$ cat src/rtl/ram_dump_ctrl_pkg.sv
// Shared definitions for the post-run RAM dump sequencer: FSM states,
// UART payload width and word/byte geometry.
package ram_dump_ctrl_pkg;

    localparam int unsigned BYTE_BITS = 8;

    typedef enum logic [2:0] {
        ST_IDLE  = 3'd0,
        ST_READ  = 3'd1,
        ST_LATCH = 3'd2,
        ST_SEND  = 3'd3,
        ST_WAIT  = 3'd4,
        ST_NEXT  = 3'd5,
        ST_DONE  = 3'd6
    } dump_state_t;

    function automatic int unsigned bytes_per_word(input int unsigned data_length);
        return data_length / BYTE_BITS;
    endfunction

endpackage

$ cat src/rtl/ram_dump_ctrl_word_byte_serializer.sv
// Holds one RAM word and walks its bytes MS byte first; the top FSM loads a
// word, then steps the byte index on each accepted UART completion.
module word_byte_serializer
    import ram_dump_ctrl_pkg::*;
#(
    parameter int unsigned DATA_LENGTH = 16
) (
    input  logic                   i_clock,
    input  logic                   i_reset,
    input  logic                   i_load,
    input  logic [DATA_LENGTH-1:0] i_word,
    input  logic                   i_step,
    output logic [BYTE_BITS-1:0]   o_tx_data,
    output logic                   o_last
);

    localparam int unsigned BPW   = bytes_per_word(DATA_LENGTH);
    localparam int unsigned IDX_W = (BPW > 1) ? $clog2(BPW) : 1;

    logic [BPW-1:0][BYTE_BITS-1:0] word_q;
    logic [IDX_W-1:0]              idx_q;

    always_ff @(posedge i_clock or negedge i_reset) begin
        if (!i_reset) begin
            word_q <= '0;
            idx_q  <= '0;
        end else if (i_load) begin
            word_q <= i_word;
            idx_q  <= IDX_W'(BPW - 1);
        end else if (i_step) begin
            idx_q  <= idx_q - 1'b1;
        end
    end

    // Byte lane only moves on load/step, so the UART sees it stable for a whole frame.
    always_comb begin
        o_tx_data = word_q[idx_q];
        o_last    = (idx_q == '0);
    end

endmodule

$ cat src/rtl/ram_dump_ctrl.sv
// Post-run RAM dump sequencer: on a CPU halt edge it takes the RAM read port,
// reads words 0..DUMP_WORDS-1 and streams each to the UART, MS byte first.
module ram_dump_ctrl
    import ram_dump_ctrl_pkg::*;
#(
    parameter int unsigned DATA_LENGTH = 16,
    parameter int unsigned ADDR_LENGTH = 11,
    parameter int unsigned DUMP_WORDS  = 16
) (
    input  logic                   i_clock,
    input  logic                   i_reset,
    input  logic                   i_halt,
    output logic                   o_ram_grant,
    output logic [ADDR_LENGTH-1:0] o_ram_addr,
    input  logic [DATA_LENGTH-1:0] i_ram_data,
    output logic [BYTE_BITS-1:0]   o_tx_data,
    output logic                   o_tx_start,
    input  logic                   i_tx_done,
    output logic                   o_busy,
    output logic                   o_done
);

    localparam logic [ADDR_LENGTH-1:0] LAST_WORD = ADDR_LENGTH'(DUMP_WORDS - 1);

    dump_state_t            state_q, state_d;
    logic                   halt_q;
    logic                   halt_rise;
    logic [ADDR_LENGTH-1:0] word_idx;
    logic                   ser_last;
    logic                   ser_step;

    // halt_q resets high so a halt already asserted at reset release is not an edge.
    always_ff @(posedge i_clock or negedge i_reset) begin
        if (!i_reset) begin
            state_q   <= ST_IDLE;
            halt_q    <= 1'b1;
            halt_rise <= 1'b0;
            word_idx  <= '0;
        end else begin
            state_q   <= state_d;
            halt_q    <= i_halt;
            halt_rise <= i_halt & ~halt_q;
            if (state_q == ST_IDLE)
                word_idx <= '0;
            else if (state_q == ST_NEXT && i_halt && word_idx != LAST_WORD)
                word_idx <= word_idx + 1'b1;
        end
    end

    always_comb begin
        state_d = state_q;
        unique case (state_q)
            ST_IDLE:  if (halt_rise) state_d = ST_READ;
            ST_READ:  state_d = i_halt ? ST_LATCH : ST_IDLE;
            ST_LATCH: state_d = i_halt ? ST_SEND : ST_IDLE;
            ST_SEND:  state_d = i_halt ? ST_WAIT : ST_IDLE;
            // Abort is deferred until the frame completes.
            ST_WAIT: begin
                if (i_tx_done) begin
                    if (!i_halt)       state_d = ST_IDLE;
                    else if (ser_last) state_d = ST_NEXT;
                    else               state_d = ST_SEND;
                end
            end
            ST_NEXT: begin
                if (!i_halt)                    state_d = ST_IDLE;
                else if (word_idx == LAST_WORD) state_d = ST_DONE;
                else                            state_d = ST_READ;
            end
            ST_DONE:  if (!i_halt) state_d = ST_IDLE;
            default:  state_d = ST_IDLE;
        endcase
    end

    always_comb begin
        o_ram_grant = 1'b0;
        o_busy      = 1'b0;
        o_done      = 1'b0;
        o_tx_start  = 1'b0;
        o_ram_addr  = '0;
        ser_step    = (state_q == ST_WAIT) && i_tx_done && i_halt && !ser_last;
        unique case (state_q)
            ST_READ, ST_LATCH, ST_WAIT, ST_NEXT: begin
                o_ram_grant = 1'b1;
                o_busy      = 1'b1;
                o_ram_addr  = word_idx;
            end
            ST_SEND: begin
                o_ram_grant = 1'b1;
                o_busy      = 1'b1;
                o_ram_addr  = word_idx;
                o_tx_start  = 1'b1;
            end
            ST_DONE: o_done = 1'b1;
            default: ;
        endcase
    end

    word_byte_serializer #(
        .DATA_LENGTH (DATA_LENGTH)
    ) u_serializer (
        .i_clock   (i_clock),
        .i_reset   (i_reset),
        .i_load    (state_q == ST_LATCH),
        .i_word    (i_ram_data),
        .i_step    (ser_step),
        .o_tx_data (o_tx_data),
        .o_last    (ser_last)
    );

endmodule

$ cat config.mk
export PLATFORM = sky130hd
export DESIGN_NAME = ram_dump_ctrl
export DESIGN_NICKNAME = d
export VERILOG_FILES = /design/src/rtl/ram_dump_ctrl_pkg.sv /design/src/rtl/ram_dump_ctrl_word_byte_serializer.sv /design/src/rtl/ram_dump_ctrl.sv
export SDC_FILE = /design/constraint.sdc
export NUM_CORES = 1
export LEC_CHECK = 0
export BUFFER_PORTS_ARGS = -buffer_cell sky130_fd_sc_hd__buf_2
export CAP_MARGIN = 20
export CORE_MARGIN = 2
export CORE_UTILIZATION = 52
export CTS_CLUSTER_SIZE = 8
export DETAILED_ROUTE_END_ITERATION = 10
export PLACE_DENSITY_LB_ADDON = 0.1
export SLEW_MARGIN = 10
export SYNTH_ARGS = -nofsm -noshare
export SYNTH_HDL_FRONTEND = slang
export SYNTH_SLANG_ARGS = --single-unit
$ cat constraint.sdc
create_clock -name i_clock -period 1.9 [get_ports i_clock]
set_input_delay 0.38 -clock i_clock [delete_from_list [all_inputs] [get_ports i_clock]]
set_output_delay 0.38 -clock i_clock [all_outputs]
set_load 0.03 [all_outputs]
; Yosys cells after proc, flatten, opt, wreduce, memory -nomap -nowiden
; Index checks and enable logic that the tools add are counted.
[classes]
addsub = 2
n_lt_le_gt_ge = 1
eq_ne = 11
n_mux = 21
n_bitwise = 2
n_reduce_logical = 10
[ops]
columns = operator, n
row1 = 11-bit 2-to-1 mux, 3
row2 = 3-bit 2-to-1 mux, 8
row3 = 3-bit case mux with 7 select lines, 1
row4 = 8-bit 2-to-1 mux, 2
row5 = "11-bit by 1-bit adder with 11-bit output, second input constant", 1
row6 = "11-bit by 4-bit == test with 1-bit output, second input constant", 1
row7 = "11-bit by 4-bit inequality test with 1-bit output, second input constant", 1
row8 = "3-bit == test, second input constant", 3
row9 = "3-bit by 2-bit == test with 1-bit output, second input constant", 2
row10 = "2-bit inequality test, second input constant", 3
row11 = 1-bit logical AND, 5
row12 = 1-bit 2-to-1 mux, 5
row13 = 5-bit OR reduction, 1
row14 = 2-bit 2-to-1 mux, 2
row15 = 2-bit nonzero test, 2
row16 = "3-bit by 1-bit == test with 1-bit output, second input constant", 1
row17 = 3-bit logical NOT, 1
row18 = 3-bit AND reduction, 1
row19 = "1-bit by 2-bit less-than comparator with 1-bit output, second input constant", 1
row20 = 1-bit bitwise AND, 1
row21 = 1-bit inverter, 1
row22 = "1-bit subtractor, second input constant", 1
[totals]
regBits = 33
elab_cells = 54

; Logic depth before layout (Yosys ltp)
; Gate-level depths: netlist (run 1).
[depth]
word_depth = 6
ltp_mapped = 6
ltp_nobuf = 5

; Hierarchy
; From an unflattened synthesis (run 1), not the netlist that was laid out.
[unflattened]
hier_cells = 157
hier_area_um2 = 1790.5
[by_module_without_submodules]
columns = mod, n_inst, cells_each, area_per_inst_um2, seq_area_each_um2
row1 = ram_dump_ctrl, 1, 110, 1006.0, 401.6
row2 = word_byte_serializer, 1, 47, 784.5, 425.4

; Least setup slack after synthesis (run 1)
; No wires, ideal clock.
[synth_path]
path_type = register to output
start = reg state_q[2]
end = out o_ram_addr[1]
t_arrival_ns = 1.700
required_time_ns = 1.520
setup_slack_ns = -0.180
path_stages_with_launch = 5
path_buffers = 1
cell_sequence = dfrtp_1 > nor3_1 > a21oi_1 > clkbuf_1 > and2_1
[synth_via]
elab_chain_len = 3
word_cells_on_any_way = 7
[synth_rtl]
columns = item, line
row1 = "start, declared", ram_dump_ctrl.sv:25  ; dump_state_t state_q, state_d;
row2 = "start signal, assigned", ram_dump_ctrl.sv:40  ; state_q <= state_d;
row3 = 3-bit == test (tied with other cells), ram_dump_ctrl.sv:82  ; unique case (state_q)
row4 = 5-bit OR reduction (no source line) (*), -
row5 = 11-bit 2-to-1 mux (*), ram_dump_ctrl.sv:82
row6 = "end, declared", ram_dump_ctrl.sv:14  ; output logic [ADDR_LENGTH-1:0] o_ram_addr,
; Mark *: on every way between the ends. The rest lies on a longest branch, timed or not.

; Worst setup path after layout (run 1)
[layout_path]
start = reg state_q[2]
end = out o_ram_addr[10]
; Same word-level chain as after synthesis.

==> reports/results.tsv, run 1 <==
stage	metric	value	unit
run_status	outcome	finished, violations left	
run_status	violations	setup timing	
worst_hold_path	hold_path.class	in2async	
timing	final_hold_viol_count	0	
grt	globalRouteOverflowTotal	0	
die	io_pins	43	
layout	antenna_cells	0	
drt	wl_per_cell	15.0	um
cts	cts-buffers-inserted	5	
setup_path	r2r_end	word_idx[9]	
cts	clk_pin_slew	100	ps
synth	yosysTopAreaCell	dfrtp_1	
die	coreArea	3100	um2
layout	final_area	2260	um2
placement	port_buffers	42	
setup_path	rr_worst_depth	5	
synth	synth_area	1710	um2
timing	fin_skew	7.31	ps
timing	finalCritPeriodShare	101	%
synth	synth.net_count	179	
setup_path	start_kind	register	
die	fp.dieW	61.4	um
synth	synth_area_per_cell	10.8	um2
timing	fmax	519	MHz
synth	synthArstFlopShare	100	%
synth	synth_seq_cells	33	
setup_path	worstPathRequired	1520	ps
layout	syn2layout_area_growth	32.1	%
synth	synth_cells	158	
cts	cts_hold_buffers	0	
die	rows	20	
die	die-height	61.4	um
setup_path	endpoint_kind	primary output	
timing	max_slew_margin	52.4	%
cts	clk_latency	340	ps
timing	grt_setup_unrepaired	true	
placement	dp_hpwl	2500	um
timing	setup_viol	11	
layout	layout-drive-gt1-share	50.7	%
drt	vias	1439	
synth	yosysTopAreaCellShare	46.7	%
timing	min_period	1930	ps
placement	place_congestion	0.929	
layout	nNetsFinal	233	
pwr	powerDensity	1360	nW/um2
synth	synth.most_common_cell	dfrtp_1	
timing	tightestPinTransition	715	ps
grt	grt_pass1_vias	1361	
grt	antenna_found_initial	0	
grt	grt_usage	23.2	%
timing	tns	-243	ps
setup_path	arrival	1550	ps
drt	ant_nets	0	
synth	synthTopCellsByCount	dfrtp_1 (32), mux2_2 (24), nand2_1 (14)	
drt	drtIter0Drc	90	
timing	worst_slack	-27.3	ps
cts	tritoncts	done	
setup_path	path_class	reg2out	
drt	vias_per_cell	5.60	
grt	grt_first_pass_wirelength	6270	um
synth	synth_ff_type	dfrtp_1	
synth	ys_top_cells_by_area	dfrtp_1 (47%), mux2_2 (16%), and2_1 (4.7%)	
pwr	p_leak	1.07	nW
timing	slew_violations	0	
setup_path	timing.rr.start	state_q[1]	
cts	root_buffer	clkbuf_4	
drt	post-route-drc-count	0	
cts	cts_sinks	33	
synth	synth_edf_count	0	
grt	grt_max_degree	34	
setup_path	crit_fanout	7	
cts	cts_buffer_depth	2	
synth	yosysSeqAreaShare	48.2	%
synth	yosys_warnings	0	
layout	multi_input_area	892	um2
layout	fillers	236	
placement	place_area	2010	um2
drt	dr.pass1.iters	4	
cts	h-tree-depth	2	
layout	regArea	831	um2
die	initial_utilization	55.2	%
synth	netlist-cell-type-count	37	
setup_path	r2r_slack	50	ps
run	drv_cap	0	
drt	wl	3870	um
die	design.die.area	3770	um2
pwr	max-vdd-ir-drop	0.000875	V
[worst max path at each step]
stage / slack, ps / startpoint / endpoint
after floorplan: 90 / state_q[2] / o_ram_addr[1]
after global placement: 260 / i_halt / word_idx[9]
after detailed placement: 230 / i_halt / word_idx[9]
after CTS: -40 / state_q[1] / o_ram_addr[1]
after global routing: -60 / state_q[2] / o_ram_addr[4]
final: -30 / state_q[2] / o_ram_addr[10]
[metal layers]
metal | up-vias | track usage (%) | share of wire [%]
li1 | 683 | - | -
met1 | 705 | 28.8 | 44
met2 | 46 | 37.8 | 49
met3 | 5 | 7.98 | 5.5
met4 | 0 | 8.51 | 1.4
met5 | - | 0 | 0
[report_power, final]
| part | internal, mW | switching [mW] |
|---|---|---|
| Clock | 0.314 | 0.236 |
| Combinational | 0.651 | 0.805 |
| Sequential | 0.915 | 0.152 |
[critical path, stage by stage (launching register included)]
cell and delay, ps:
dfrtp_2 460, nor3_4 220, a21oi_2 90, buf_6 150, and2_4 150, buf_6 130
[cells by family (layout without fill, tap and decap cells)]
family | Yosys count | after routing | synth area share (%)
and+or+nand+nor | 59 | 59 | 20.4
DFF | 33 | 33 | 48.2
muxes | 26 | 26 | 16.9
AOI/OAI and AO/OA | 25 | 25 | 9.27
buffers and inverters | 11 | 66 | 2.85
xor gates and xnor gates | 3 | 3 | 1.53
adders and majority gates | 1 | 1 | 0.730
[cell usage in the layout, fill, tap and decap left out, types with 2 or more instances in the layout]
cell | netlist | layout
nor4b_1 | 2 | 2
a21oi_1 | 8 | 7
o21ai_0 | 5 | 5
buf_4 | 1 | 13
mux2_2 | 24 | 24
dfrtp_2 | 0 | 3
and3b_1 | 2 | 2
xnor2_1 | 3 | 3
and2_4 | 0 | 11
buf_2 | 3 | 30
mux2i_1 | 2 | 2
o211ai_1 | 3 | 3
buf_6 | 0 | 13
and4_1 | 2 | 2
clkbuf_4 | 0 | 5
o31ai_1 | 3 | 3
dfrtp_1 | 32 | 29
nor3_1 | 3 | 2
nand3_1 | 3 | 3
and2_1 | 13 | 2
nor2_1 | 8 | 8
and3_1 | 3 | 3
inv_1 | 2 | 2
nand2_1 | 14 | 14
[cell type report]
cell class	count	share of cell area, %
clock buffer	7	2.43
clock inverter	1	1.33
multi-input combinational	114	39.4
sequential	33	36.7
timing repair buffer	56	17.4
inverter	2	0.331
tap	44	2.43
[timing repair]
item	4_1_cts	5_1_grt
pin swaps	1	1
setup endpoints to repair	19	16
gates cloned	0	1
resized for setup	25	21
setup buffers	4	0
[state kept, by name (all words and copies together), names as in the netlist]
name	flops
halt_q	1
state_q	3
word_idx	11
halt_rise	1
u_serializer.word_q	16
u_serializer.idx_q	1
[metrics by stage]
step / instances / total power [mW] / util [%] / hold slack [ps] / worst slack, ps
after detailed placement: 244 / 2.38 / 64.8 / 471 / 234
after global routing: 257 / 3.25 / 73.0 / 119 / -64.6
after floorplan: 158 / 2.04 / - / 84.4 / 85.5
final: 257 / 3.07 / 73.0 / 78.3 / -27.3
after CTS: 256 / 2.98 / 70.9 / 97.5 / -36.4
after global placement: 244 / 2.33 / 64.8 / 468 / 256
No activity file was read; power rests on OpenSTA's default activity.
==> run 2, diff against run 1 <==
--- a/config.mk
+++ b/config.mk
@@ -12,6 +12,7 @@
 export CTS_CLUSTER_SIZE = 8
 export DETAILED_ROUTE_END_ITERATION = 10
 export PLACE_DENSITY_LB_ADDON = 0.1
+export REMOVE_ABC_BUFFERS = 1
 export SLEW_MARGIN = 10
 export SYNTH_ARGS = -nofsm -noshare
 export SYNTH_HDL_FRONTEND = slang
==> reports/results.tsv, run 2 (synthesis results as in run 1) <==
stage	metric	value	unit	change
pwr	power	2.92	mW	was 3.07 mW
cts	clk_pin_slew	100	ps	about the same
setup_path	path_common_cell	buf_6		unchanged
setup_path	critPathMaxStageDelay	440	ps	was 460 ps
timing	fmax	519	MHz	about the same
pwr	pwr-share-clk	12.7	%	was 17.9%
cts	cts_buffer_depth	2		unchanged
grt	use_met2	33.6	%	was 37.8%
drt	post-route-drc-count	0		unchanged
grt	grt_max_degree	34		unchanged
layout	final_cells	258		was 257
die	io_pins	43		unchanged
placement	place_inst	243		was 244
timing	finalHoldWorstSlack	92.8	ps	was 78.3 ps
cts	clk_latency	330	ps	was 340 ps
timing	tns	-175	ps	was -243 ps
grt	grt_use_met1	29.6	%	was 28.8%
setup_path	crit_fanout	7		unchanged
die	rows	20		unchanged
layout	most-common-layout-cells	dfrtp_1 (30), buf_2 (30), mux2_2 (24)		was buf_2 (30), dfrtp_1 (29), mux2_2 (24)
pwr	p_int	1.72	mW	was 1.88 mW
layout	top_register	u_serializer.word_q		unchanged
run	drv_cap	0		unchanged
grt	antenna_found_initial	0		unchanged
placement	place_ws	195	ps	was 234 ps
pwr	p_leak	1.06	nW	was 1.07 nW
die	die-height	61.4	um	unchanged
grt	grt_usage	21.6	%	was 23.2%
pwr	switchingPower	1.20	mW	was 1.19 mW
setup_path	arrival	1550	ps	about the same
timing	setup_viol	11		unchanged
timing	finalCritPeriodShare	101	%	about the same
timing	slew_violations	0		unchanged
drt	wl	3880	um	was 3870 um
grt	grt_pass1_vias	1242		was 1361
layout	largest_reg_flops	16		unchanged
die	coreArea	3100	um2	unchanged
setup_path	endpoint_kind	primary output		unchanged
timing	worst_slack	-27.5	ps	was -27.3 ps
drt	drtIter0Drc	102		was 90
cts	cts-buffers-inserted	5		unchanged
grt	globalRouteOverflowTotal	0		unchanged
pwr	p_seq_share	36.8	%	was 34.7%
timing	final_hold_viol_count	0		unchanged
setup_path	worstPathCellList	nor3_4 -> a21oi_4 -> buf_6 -> and2_4 -> buf_6		was nor3_4 -> a21oi_2 -> buf_6 -> and2_4 -> buf_6
worst_hold_path	hold_path.class	in2async		unchanged
drt	dr.pass1.iters	4		unchanged
timing	min_period	1930	ps	about the same
layout	layout-drive-gt1-share	50.5	%	was 50.7%
cts	cts_sinks	33		unchanged
setup_path	slowest_stage	dfrtp_1		was dfrtp_2
die	fp.dieW	61.4	um	unchanged
run_status	violations	setup timing		unchanged
cts	root_buffer	clkbuf_4		unchanged
cts	tritoncts	done		unchanged
drt	vias_per_cell	5.47		was 5.60
layout	reg_top3	u_serializer.word_q x16, word_idx x11, state_q x3		unchanged
setup_path	start_kind	register		unchanged
cts	h-tree-depth	2		unchanged
setup_path	path_class	reg2out		unchanged
layout	antenna_cells	0		unchanged
placement	place_congestion	0.949		was 0.929
grt	met3_usage	4.41	%	was 7.98%
pwr	powerDensity	1300	nW/um2	was 1360 nW/um2
layout	syn2layout_area_growth	30.9	%	was 32.1%
drt	vias	1412		was 1439
run_status	outcome	finished, violations left		unchanged
setup_path	worstPathRequired	1520	ps	about the same
grt	top_usage_layer	met2		unchanged
drt	ant_nets	0		unchanged
pwr	max-vdd-ir-drop	0.00102	V	was 0.000875 V
timing	fin_skew	5.44	ps	was 7.31 ps
drt	wl_per_cell	15.1	um	was 15.0 um
placement	dp_hpwl	2560	um	was 2500 um
pwr	combPwrFrac	50.5	%	was 47.4%
die	design.die.area	3770	um2	unchanged
grt	grt_first_pass_wirelength	5830	um	was 6270 um
placement	port_buffers	42		unchanged
timing	tightestPinTransition	720	ps	was 715 ps
layout	nNetsFinal	234		was 233
pwr	switching_share	41.1	%	was 38.8%
timing	max_slew_margin	52.0	%	was 52.4%
die	initial_utilization	55.2	%	unchanged
timing	grt_setup_unrepaired	true		unchanged
## run 2: changes by cell type in the layout (fill, tap and decap cells not counted)
cell       previous run  this run
dfrtp_1              29        30
and4b_2               0         1
dfrtp_2               3         2
and4b_1               1         0
nor4_1                0         1
bufinv_16             1         0
a21oi_2               1         0
nor4_2                1         0
clkinv_2              0         2
a21oi_4               0         1
clkbuf_8              1         0
buf_6                13        14
## run 2: path summary, 6_finish.rpt
| kind | start | to | slack [ps] | cells after the start |
|---|---|---|---|---|
| min in group i_clock | i_ram_data[10] | u_serializer.word_q[10] | 270 | 2 |
| max reg2reg | state_q[2] | word_idx[9] | 80 | 6 |
| min reg2reg | halt_q | halt_rise | 500 | 1 |
| min | i_reset | word_idx[0] | 90 | 1 |
| max | state_q[2] | o_ram_addr[0] | -30 | 5 |
| max in group asynchronous | i_reset | u_serializer.idx_q | 1310 | 1 |
## run 2: final cells by class
type	count	area [um2]
Fill cell	231	860
Timing Repair Buffer	57	405
Sequential cell	33	830
Clock inverter	2	10.0
Clock buffer	6	41.3
Inverter	2	7.51
Tap cell	44	55.1
Multi-Input combinational cell	114	895
## run 2: power by group through the flow
stage          Sequential (mW)  Combinational [mW]  Clock, mW
5_1_grt                   1.10                1.57      0.411
2_1_floorplan             1.06               0.908          0
4_1_cts                   1.07                1.39      0.386
3_3_place_gp              1.05                1.27          0
3_5_place_dp              1.07                1.30          0
6_report                  1.08                1.47      0.372
## run 2: per-layer routing
layer | share of wire, % | routed length [um]
met1 | 46 | 1780
met2 | 48 | 1860
met3 | 5.1 | 200
met4 | 1.1 | 42
met5 | 0 | 0
## run 2: through the flow
stage | cell area, um2 | util (%)
floorplan | 1670 | -
global placement | 2000 | 64.4
detailed placement | 2000 | 64.4
CTS | 2140 | 68.9
global route | 2240 | 72.3
finish | 2240 | 72.3
## run 2: timing repair
action                                  in CTS  in global routing
buffers inserted                             2                  4
hold buffers                                 0                  0
gates cloned                                 1                  0
resized for setup                           22                 26
endpoints found under the setup margin      19                 14
pin swaps                                    1                  3
## run 2: critical path: cells and delay by family, from the launching register on
kind	cells	cell delay, ps
AOI/OAI and AO/OA	1	70
and+or+nand+nor	2	430
buffers and inverters	2	270
DFF	1	440
